**src/rtl/ex_result_buffer_if.sv**
```systemverilog
// ex_result_buffer_if: EX -> result buffer -> MEM bundle.
// Carries the EX-side push handshake and payload, the MEM-side pop
// handshake and head payload, and the condition-code / sticky overflow
// status. trap_o exists only when VENUS_OVERFLOW_TRAP_EN is defined.
//   slave  : the buffer itself
//   master : the surrounding pipeline (or a testbench driving it)
interface ex_result_buffer_if #(
    parameter int DATA_W = 32,
    parameter int RD_W   = 5
);
    // pipeline control
    logic              flush_i;
    logic              clr_sticky_i;

    // EX side
    logic              in_valid_i;
    logic              in_ready_o;
    logic [DATA_W-1:0] result_i;
    logic              zero_flag_i;
    logic              pos_flag_i;
    logic              neg_flag_i;
    logic              overflow_flag_i;
    logic [RD_W-1:0]   rd_i;
    logic              set_flags_i;

    // MEM side
    logic              out_valid_o;
    logic              out_ready_i;
    logic [DATA_W-1:0] result_o;
    logic [RD_W-1:0]   rd_o;
    logic [3:0]        flags_o;

    // architectural status
    logic [3:0]        cc_o;
    logic              sticky_of_o;
`ifdef VENUS_OVERFLOW_TRAP_EN
    logic              trap_o;
`endif

    modport slave (
        input  flush_i, clr_sticky_i,
        input  in_valid_i, result_i, zero_flag_i, pos_flag_i, neg_flag_i,
        input  overflow_flag_i, rd_i, set_flags_i,
        output in_ready_o,
        input  out_ready_i,
        output out_valid_o, result_o, rd_o, flags_o,
`ifdef VENUS_OVERFLOW_TRAP_EN
        output trap_o,
`endif
        output cc_o, sticky_of_o
    );

    modport master (
        output flush_i, clr_sticky_i,
        output in_valid_i, result_i, zero_flag_i, pos_flag_i, neg_flag_i,
        output overflow_flag_i, rd_i, set_flags_i,
        input  in_ready_o,
        output out_ready_i,
        input  out_valid_o, result_o, rd_o, flags_o,
`ifdef VENUS_OVERFLOW_TRAP_EN
        input  trap_o,
`endif
        input  cc_o, sticky_of_o
    );
endinterface

```
**src/rtl/ex_result_buffer.sv**
```systemverilog
// ex_result_buffer: two-entry skid buffer between the EX adder and MEM.
//
// The head (main) entry drives the MEM-side outputs directly from flops;
// the skid entry absorbs one extra push so in_ready_o can be a flop output.
// Entries leave strictly in arrival order. The condition-code register and
// sticky overflow bit change only when the head retires with set_flags.
//
// Optional build macro VENUS_OVERFLOW_TRAP_EN: adds trap_o, a one-cycle
// pulse following the retire of a set_flags entry with overflow. That
// retire also empties the buffer (skid and any same-cycle push dropped).
module ex_result_buffer #(
    parameter int DATA_W = 32,
    parameter int RD_W   = 5
) (
    input  logic              clk_i,
    input  logic              rst_i,
    ex_result_buffer_if.slave bus
);

    // Flag vector layout is {zero, pos, neg, overflow}.
    localparam int FLAG_OV = 0;
    localparam logic [3:0] CC_RESET = 4'b0100;

    // Encoding chosen so bit 0 is the main-valid flop and bit 1 the
    // skid-valid flop; both handshake outputs are then plain flop bits.
    typedef enum logic [1:0] {
        EMPTY = 2'b00,
        ONE   = 2'b01,
        TWO   = 2'b11
    } occ_t;

    occ_t              state_reg;
    occ_t              state_next;

    // head entry (reset to zero so head outputs are defined after reset)
    logic [DATA_W-1:0] main_result_reg;
    logic [RD_W-1:0]   main_rd_reg;
    logic [3:0]        main_flags_reg;
    logic              main_set_reg;

    // skid entry (contents are don't-care while invalid)
    logic [DATA_W-1:0] skid_result_reg;
    logic [RD_W-1:0]   skid_rd_reg;
    logic [3:0]        skid_flags_reg;
    logic              skid_set_reg;

    // architectural status
    logic [3:0]        cc_reg;
    logic              sticky_reg;

    logic              main_valid;
    logic              skid_valid;
    logic              acc;
    logic              ret;
    logic              ret_sets_cc;
    logic              ret_overflow;
    logic              drop_all;
    logic              load_main_in;
    logic              load_main_skid;
    logic              load_skid_in;
    logic [3:0]        in_flags;

    assign main_valid = state_reg[0];
    assign skid_valid = state_reg[1];

    assign in_flags = {bus.zero_flag_i, bus.pos_flag_i,
                       bus.neg_flag_i, bus.overflow_flag_i};

    assign acc          = bus.in_valid_i & ~skid_valid;
    assign ret          = main_valid & bus.out_ready_i;
    assign ret_sets_cc  = ret & main_set_reg;
    assign ret_overflow = ret_sets_cc & main_flags_reg[FLAG_OV];

`ifdef VENUS_OVERFLOW_TRAP_EN
    logic trap_reg;

    // An overflowing flag-setting retire empties the buffer like a flush.
    assign drop_all   = bus.flush_i | ret_overflow;
    assign bus.trap_o = trap_reg;

    // trap pulse: high for exactly the cycle after the overflow retire
    always_ff @(posedge clk_i) begin
        if (rst_i) begin
            trap_reg <= 1'b0;
        end else begin
            trap_reg <= ret_overflow;
        end
    end
`else
    assign drop_all = bus.flush_i;
`endif

    // occupancy next-state and slot load selects
    always_comb begin
        state_next     = state_reg;
        load_main_in   = 1'b0;
        load_main_skid = 1'b0;
        load_skid_in   = 1'b0;
        if (drop_all) begin
            // Same-cycle pushes are discarded; a same-cycle retire still
            // counts and is handled by the status logic below.
            state_next = EMPTY;
        end else begin
            case (state_reg)
                EMPTY: begin
                    if (acc) begin
                        state_next   = ONE;
                        load_main_in = 1'b1;
                    end
                end
                ONE: begin
                    if (acc && ret) begin
                        load_main_in = 1'b1;
                    end else if (acc) begin
                        state_next   = TWO;
                        load_skid_in = 1'b1;
                    end else if (ret) begin
                        state_next = EMPTY;
                    end
                end
                TWO: begin
                    // in_ready_o is low here, so only a retire can happen
                    if (ret) begin
                        state_next     = ONE;
                        load_main_skid = 1'b1;
                    end
                end
                default: begin
                    state_next = EMPTY;
                end
            endcase
        end
    end

    // occupancy state register
    always_ff @(posedge clk_i) begin
        if (rst_i) begin
            state_reg <= EMPTY;
        end else begin
            state_reg <= state_next;
        end
    end

    // head entry: loads from EX or from the skid, otherwise holds
    always_ff @(posedge clk_i) begin
        if (rst_i) begin
            main_result_reg <= '0;
            main_rd_reg     <= '0;
            main_flags_reg  <= '0;
            main_set_reg    <= 1'b0;
        end else if (load_main_in) begin
            main_result_reg <= bus.result_i;
            main_rd_reg     <= bus.rd_i;
            main_flags_reg  <= in_flags;
            main_set_reg    <= bus.set_flags_i;
        end else if (load_main_skid) begin
            main_result_reg <= skid_result_reg;
            main_rd_reg     <= skid_rd_reg;
            main_flags_reg  <= skid_flags_reg;
            main_set_reg    <= skid_set_reg;
        end
    end

    // skid entry: captures a push that arrives while the head is stalled
    always_ff @(posedge clk_i) begin
        if (load_skid_in) begin
            skid_result_reg <= bus.result_i;
            skid_rd_reg     <= bus.rd_i;
            skid_flags_reg  <= in_flags;
            skid_set_reg    <= bus.set_flags_i;
        end
    end

    // condition codes follow the head's flags on a flag-setting retire
    always_ff @(posedge clk_i) begin
        if (rst_i) begin
            cc_reg <= CC_RESET;
        end else if (ret_sets_cc) begin
            cc_reg <= main_flags_reg;
        end
    end

    // sticky overflow: a new overflow retire beats a clear request
    always_ff @(posedge clk_i) begin
        if (rst_i) begin
            sticky_reg <= 1'b0;
        end else if (ret_overflow) begin
            sticky_reg <= 1'b1;
        end else if (bus.clr_sticky_i) begin
            sticky_reg <= 1'b0;
        end
    end

    assign bus.in_ready_o  = ~skid_valid;
    assign bus.out_valid_o = main_valid;
    assign bus.result_o    = main_result_reg;
    assign bus.rd_o        = main_rd_reg;
    assign bus.flags_o     = main_flags_reg;
    assign bus.cc_o        = cc_reg;
    assign bus.sticky_of_o = sticky_reg;

endmodule

```
**src/flat_wrapper.sv**
```systemverilog
// flat-port wrapper written by rule: the top's interface ports become plain ports
module ex_result_buffer_flat 
#(
    parameter int DATA_W = 32,
    parameter int RD_W   = 5
)
  (clk_i, rst_i, bus_flush_i, bus_clr_sticky_i, bus_in_valid_i, bus_result_i, bus_zero_flag_i, bus_pos_flag_i, bus_neg_flag_i, bus_overflow_flag_i, bus_rd_i, bus_set_flags_i, bus_in_ready_o, bus_out_ready_i, bus_out_valid_o, bus_result_o, bus_rd_o, bus_flags_o, bus_cc_o, bus_sticky_of_o);
  ex_result_buffer_if #(.DATA_W(DATA_W), .RD_W(RD_W)) bus_i ();
  input  logic clk_i;
  input  logic rst_i;
  input wire logic [$bits(bus_i.flush_i)-1:0] bus_flush_i;
  input wire logic [$bits(bus_i.clr_sticky_i)-1:0] bus_clr_sticky_i;
  input wire logic [$bits(bus_i.in_valid_i)-1:0] bus_in_valid_i;
  input wire logic [$bits(bus_i.result_i)-1:0] bus_result_i;
  input wire logic [$bits(bus_i.zero_flag_i)-1:0] bus_zero_flag_i;
  input wire logic [$bits(bus_i.pos_flag_i)-1:0] bus_pos_flag_i;
  input wire logic [$bits(bus_i.neg_flag_i)-1:0] bus_neg_flag_i;
  input wire logic [$bits(bus_i.overflow_flag_i)-1:0] bus_overflow_flag_i;
  input wire logic [$bits(bus_i.rd_i)-1:0] bus_rd_i;
  input wire logic [$bits(bus_i.set_flags_i)-1:0] bus_set_flags_i;
  output wire logic [$bits(bus_i.in_ready_o)-1:0] bus_in_ready_o;
  input wire logic [$bits(bus_i.out_ready_i)-1:0] bus_out_ready_i;
  output wire logic [$bits(bus_i.out_valid_o)-1:0] bus_out_valid_o;
  output wire logic [$bits(bus_i.result_o)-1:0] bus_result_o;
  output wire logic [$bits(bus_i.rd_o)-1:0] bus_rd_o;
  output wire logic [$bits(bus_i.flags_o)-1:0] bus_flags_o;
  output wire logic [$bits(bus_i.cc_o)-1:0] bus_cc_o;
  output wire logic [$bits(bus_i.sticky_of_o)-1:0] bus_sticky_of_o;
  assign bus_i.flush_i = bus_flush_i;
  assign bus_i.clr_sticky_i = bus_clr_sticky_i;
  assign bus_i.in_valid_i = bus_in_valid_i;
  assign bus_i.result_i = bus_result_i;
  assign bus_i.zero_flag_i = bus_zero_flag_i;
  assign bus_i.pos_flag_i = bus_pos_flag_i;
  assign bus_i.neg_flag_i = bus_neg_flag_i;
  assign bus_i.overflow_flag_i = bus_overflow_flag_i;
  assign bus_i.rd_i = bus_rd_i;
  assign bus_i.set_flags_i = bus_set_flags_i;
  assign bus_in_ready_o = bus_i.in_ready_o;
  assign bus_i.out_ready_i = bus_out_ready_i;
  assign bus_out_valid_o = bus_i.out_valid_o;
  assign bus_result_o = bus_i.result_o;
  assign bus_rd_o = bus_i.rd_o;
  assign bus_flags_o = bus_i.flags_o;
  assign bus_cc_o = bus_i.cc_o;
  assign bus_sticky_of_o = bus_i.sticky_of_o;
  ex_result_buffer #(.DATA_W(DATA_W), .RD_W(RD_W)) u_core (.clk_i(clk_i), .rst_i(rst_i), .bus(bus_i));
endmodule
```
**config.mk**
```make
export PLATFORM = sky130hd
export DESIGN_NAME = ex_result_buffer_flat
export DESIGN_NICKNAME = d
export VERILOG_FILES = /design/src/rtl/ex_result_buffer_if.sv /design/src/rtl/ex_result_buffer.sv /design/src/flat_wrapper.sv
export SDC_FILE = /design/constraint.sdc
export NUM_CORES = 1
export LEC_CHECK = 0
export CORE_MARGIN = 10
export CORE_UTILIZATION = 45
export DETAILED_ROUTE_END_ITERATION = 16
export PLACE_DENSITY = 0.78
export SETUP_SLACK_MARGIN = 0.02
export SYNTH_ARGS = -nofsm -noshare
export SYNTH_HDL_FRONTEND = slang
export SYNTH_SLANG_ARGS = --single-unit
```
**constraint.sdc**
```tcl
create_clock -name clk_i -period 9.7 [get_ports clk_i]
set_input_delay 1.455 -clock clk_i [delete_from_list [all_inputs] [get_ports clk_i]]
set_output_delay 1.455 -clock clk_i [all_outputs]
set_load 0.01 [all_outputs]
```
==> results by group <==
STA
  – Worst hold margin: 0.4696 ns
  – F_max: 0.3252 GHz
  – Relative slew slack: 0.3120
  – Final Cycle Share: 0.3170
  – Slew Viols, Final: 0
  – Setup violators final: 0
  – Worst slew pin tran: 1.032 ns
  – Setup TNS: 0 ns
  – Final Hold Viols: 0
  – Unrepaired setup endpoints after global routing: false
  – Setup Skew: 0.007878 ns
  – Tmin final: 3.075 ns

Clock tree
  – PostCTS Resize Cnt: 0
  – Hold Buf Count CTS: 0
  – Post-CTS Setup Inserts: 0
  – Clk_lat worst skew: 0.34 ns
  – Max Root-Sink Buffers: 2
  – CTS root buf: clkbuf_8
  – H-tree Lvls: 3
  – CTS tree: built
  – Sink Count: 91
  – CTS Buf Count: 9
  – Worst-path clk slew: 0.09 ns

Place
  – Post-DP HPWL: 5.012 mm
  – GPL Wtd Cong: 0.7329
  – IO Port Bufs: 95
  – DP Cell Count: 458

Synth
  – Mean Syn Cell Area: 13.51 um2
  – Post-synth top area share: 0.3408
  – Syn. warnings: 0
  – Post-Syn Area: 3701 um2
  – Top cells by area, synth: edfxtp_1 34%, dfxtp_1 27%, a211oi_2 14%
  – Mapped Cells: 274
  – Seq/Total Area, Yosys: 0.6058
  – Mapped Nets: 326
  – Synth area leader: edfxtp_1
  – Synth cell types: 25
  – #FFs+latches synth: 91

Global routing
  – Global Route Usage Sum: 0.1254
  – Pin count of the biggest net entering global routing: 85
  – Initial antenna violation count: 0
  – Vias in the first global route: 2458
  – Gr ovfl total: 0
  – First-pass GRT wire length: 12.54 mm

Min path
  – Hold path endpoint: u_core.bus.cc_o[0]
  – Tightest Hold Check Type: flip-flop to flip-flop
  – Number of stages on the worst hold path: 2
  – Hold wc startpoint: u_core.bus.cc_o[0]

Worst setup path
  – FF-to-FF End: u_core.bus.flags_o[0]
  – CP Buf/Inv Count: 1
  – Register-to-register setup slack: 7.49 ns
  – Crit-path cells: clkdlybuf4s50_1 -> nand3_1 -> a211o_4 -> nor2_1 -> a211oi_2
  – Top delay family on crit path: compound AO/OA/AOI/OAI gates
  – CP startpoint kind: primary input
  – Worst EP arrival: 3.26 ns
  – Largest fanout on the critical path: 84
  – RR Startpoint: u_core.state_reg[0]
  – Worst R2R Path Depth: 6
  – Crit path capture type: flip-flop
  – WS Path Type: primary input to flip-flop
  – Worst Path Required: 9.89 ns
  – CP peak stage delay: 0.73 ns
  – Critical-path top delay cell: a211o_4

Floorplanning
  – Cell row count: 33
  – Die Ht: 110.7 um
  – Starting density of the core: 0.4573
  – Die W: 110.7 um
  – Die area: 12250 um2
  – Top-level port count: 96
  – Area of the core: 8093 um2

Route
  – Pre-Repair DR Iteration Count: 4
  – Final wirelength: 7.752 mm
  – Via density: 5.055
  – Vias: 2396
  – Drt wl/cell: 16.35 um
  – DRT antenna net count: 0
  – DRC Markers: 0
  – DR iter-0 viols: 85

Final layout
  – Layout cells sized above 1: 0.1599
  – Layout Cells excl Fill: 474
  – Synthesis-to-finish area growth: 32.25%
  – Fin nets: 416
  – Fin util: 0.6048
  – Antenna Cells: 0

Power and ir drop
  – LEAKAGE: 1.957 nW
  – PwrDens: 159.1 nW/um2
  – Peak VDD IR: 100.4 uV
  – Overall power: 0.0007787 W

Run
  – Max-cap violation count: 0

Status
  – Status: completed
## power breakdown
| group | switching (W) | internal, W |
|---|---|---|
| registers | 0.00000883 | 0.000418 |
| clock network | 0.000124 | 0.000125 |
| logic | 0.0000464 | 0.0000573 |
## cells in the final DEF, fill, tap and decap left out, types with 2 or more instances in the layout
cell type,count
ha_1,4
nand3_1,2
mux2i_1,46
clkdlybuf4s50_1,94
dfxtp_1,49
nor2_1,47
clkinvlp_4,2
buf_4,3
inv_1,4
a21oi_1,3
clkbuf_8,10
nand2_1,5
edfxtp_1,42
a211oi_1,2
clkinv_1,2
nand2b_1,2
a211oi_2,40
## worst max path at each step
stage / to / from / cells past startpoint / slack [ns]
3_5_place_dp: u_core.bus.result_o[23] / bus_out_ready_i / 5 / 6.28
4_1_cts: u_core.bus.flags_o[0] / bus_out_ready_i / 5 / 6.64
6_report: u_core.bus.result_o[5] / bus_out_ready_i / 5 / 6.62
3_3_place_gp: u_core.bus.result_o[30] / bus_flush_i / 5 / 6.34
2_1_floorplan: u_core.skid_flags_reg[0] / bus_in_valid_i / 2 / 4.52
5_1_grt: u_core.bus.flags_o[0] / bus_out_ready_i / 5 / 6.49
## worst min-delay path, cell delays in order, from the launching register on
cell,delay (ns)
dfxtp_1,0.32
nand2_1,0.05
a21oi_1,0.06
## cells by family after synthesis
group / count (synthesis) / share of synthesized area
AOI/OAI and AO/OA: 49 / 0.1525
adders and majority gates: 4 / 0.01352
buffers and inverters: 23 / 0.03482
DFF: 91 / 0.6058
muxes: 46 / 0.1244
and+or+nand+nor: 61 / 0.06897
## cell type report
cell class,count,area [um2]
Fill cell,671,3198
Sequential cell,91,2242
Multi-Input combinational cell,160,1344
Timing Repair Buffer,98,968.4
Clock buffer,11,141.4
Tap cell,105,131.4
Clock inverter,5,52.55
Inverter,4,15.01
## stage by stage
step,instance area [um2],worst slack (ns)
4_1_cts,4895,6.637
2_1_floorplan,3701,4.523
6_report,4895,6.625
3_3_place_gp,4701,6.343
5_1_grt,4895,6.491
3_5_place_dp,4701,6.278
## synth_stat cells
| master | n |
|---|---|
| mux2i_1 | 46 |
| nand4_1 | 1 |
| nand2_1 | 5 |
| a211oi_2 | 40 |
| a21o_1 | 1 |
| a221oi_1 | 1 |
| a21oi_1 | 3 |
| a211oi_1 | 2 |
| buf_4 | 1 |
| edfxtp_1 | 42 |
| buf_2 | 7 |
| nand3b_1 | 1 |
| inv_1 | 4 |
| nor3b_1 | 1 |
| clkbuf_1 | 5 |
| nor2_1 | 47 |
| a211o_1 | 2 |
| ha_1 | 4 |
| dfxtp_1 | 49 |
| nand4b_1 | 1 |
| buf_1 | 2 |
| buf_6 | 4 |
| nand3_1 | 2 |
| nand2b_1 | 2 |
| or4_1 | 1 |
## per-layer routing
layer	global-route usage	wire [um]	up-vias
li1	-	-	1180
met1	0.1484	3502	1129
met2	0.2020	3605	76
met3	0.04329	500	11
met4	0.05295	143	0
met5	0	0	-
Power figures use the tool's default switching activity.
==> variant: new RTL, config.mk and constraints unchanged <==
`DATA_W` is set to 32 in 3 places; all go to 48.
--- a/src/rtl/ex_result_buffer_if.sv
+++ b/src/rtl/ex_result_buffer_if.sv
@@ -7,3 +7,3 @@
 interface ex_result_buffer_if #(
-    parameter int DATA_W = 32,
+    parameter int DATA_W = 48,
     parameter int RD_W   = 5
--- a/src/rtl/ex_result_buffer.sv
+++ b/src/rtl/ex_result_buffer.sv
@@ -11,3 +11,3 @@
 module ex_result_buffer #(
-    parameter int DATA_W = 32,
+    parameter int DATA_W = 48,
     parameter int RD_W   = 5
--- a/src/flat_wrapper.sv
+++ b/src/flat_wrapper.sv
@@ -3,3 +3,3 @@
 #(
-    parameter int DATA_W = 32,
+    parameter int DATA_W = 48,
     parameter int RD_W   = 5
Interface: changed (resized bus_result_i and bus_result_o); port bits go from 96 to 128. No check against the original RTL was run, so the function may have changed too.
==> variant against the unedited design <==
Worst setup slack lost 270 ps; power increased by 63%; non-clock buffer count is 34 higher; wire length up 45%; area after synthesis up 32%; cell area is 38% higher; sequential share of layout area decreased by 0.72 points; sequential cell count up 32; critical endpoint is now u_core.bus.rd_o[1].
==> variant: results <==
metrics = {
    "synthesis": {
        "syn_inst": 362,
        "synth_top_cells_by_area": "edfxtp_1 (36%), dfxtp_1 (27%), mux2i_1 (13%)",
        "synth-edff-count": 58,
        "synth_nets": 430,
    },
    "worst_setup_path": {
        "slowest_stage": "buf_4",
        "cpPeakStageDelay_ps": 740,
        "r2r-end": "u_core.bus.rd_o[1]",
        "worst-r2r-cell-count": 7,
        "rrSetupSlack_ps": 7050,
        "arrival_ps": 3760,
        "critPathMaxFanout": 66,
        "r2r-start": "u_core.state_reg[1]",
        "path_buf_inv": 2,
    },
    "power": {
        "p_seq_w": 0.000579,
        "switchingPower_w": 0.000282,
        "ir_drop_uv": 95.2,
        "p_int_w": 0.000990,
    },
    "min_path": {
        "worstHoldStart": "u_core.bus.cc_o[2]",
        "min_to": "u_core.bus.cc_o[2]",
        "whs_path_depth": 1,
    },
    "finish": {
        "fin_nets": 554,
        "nFillCells": 859,
        "drive_gt1_share_pct": 15.3,
        "multi_input_area_um2": 1680,
    },
    "routing": {
        "dr_total_vias": 3262,
        "finalWirelength_mm": 11.3,
        "wl_met3_um": 700,
        "drt_iter0_drc": 190,
        "wl_met1_mm": 4.98,
    },
    "status": {
        "status": "completed",
    },
    "global_routing": {
        "grt_pass1_wl_mm": 18.4,
        "grt_pass1_vias": 3470,
        "grt_max_degree": 67,
        "track_usage_pct": 14.5,
        "use_met3_pct": 5.66,
    },
    "place": {
        "place.gp.congestion": 0.776,
        "post-place-cells": 607,
        "hpwl_mm": 7.43,
        "port-buffer-count": 127,
        "preCtsSetupSlack_ps": 5870,
    },
    "clocking": {
        "path_clk_slew_ps": 50,
        "clkLatencyLatePin_ps": 500,
        "cts_made_buffers": 17,
    },
    "timing": {
        "tightest_slew_ps": 972,
        "timing.hold.ws_ps": 481,
        "fmax_mhz": 299,
        "finClkSkew_ps": 4.77,
    },
}
## variant: cell count changes after synthesis, moves of 6 or more
| cell | unedited run | this run |
|---|---|---|
| dfxtp_1 | 49 | 65 |
| nor2_1 | 47 | 63 |
| clkbuf_1 | 5 | 11 |
| edfxtp_1 | 42 | 58 |
| mux2i_1 | 46 | 62 |
| a211oi_1 | 2 | 18 |
## variant: logic make-up (layout without fill, tap and decap cells)
group	after synthesis	after routing	synth area share, %
muxes	62	62	12.7
adders and majority gates	4	4	1.02
AOI/OAI and AO/OA	65	65	14.0
DFF	123	123	62.2
and+or+nand+nor	77	77	6.45
buffers and inverters	31	167	3.61
## variant: cell type report
| type | instances | area share [%] |
|---|---|---|
| Inverter | 4 | 0.222 |
| Sequential cell | 123 | 45.1 |
| Multi-Input combinational cell | 208 | 25.0 |
| Timing Repair Buffer | 132 | 19.4 |
| Clock inverter | 9 | 1.08 |
| Clock buffer | 22 | 6.71 |
| Tap cell | 140 | 2.60 |
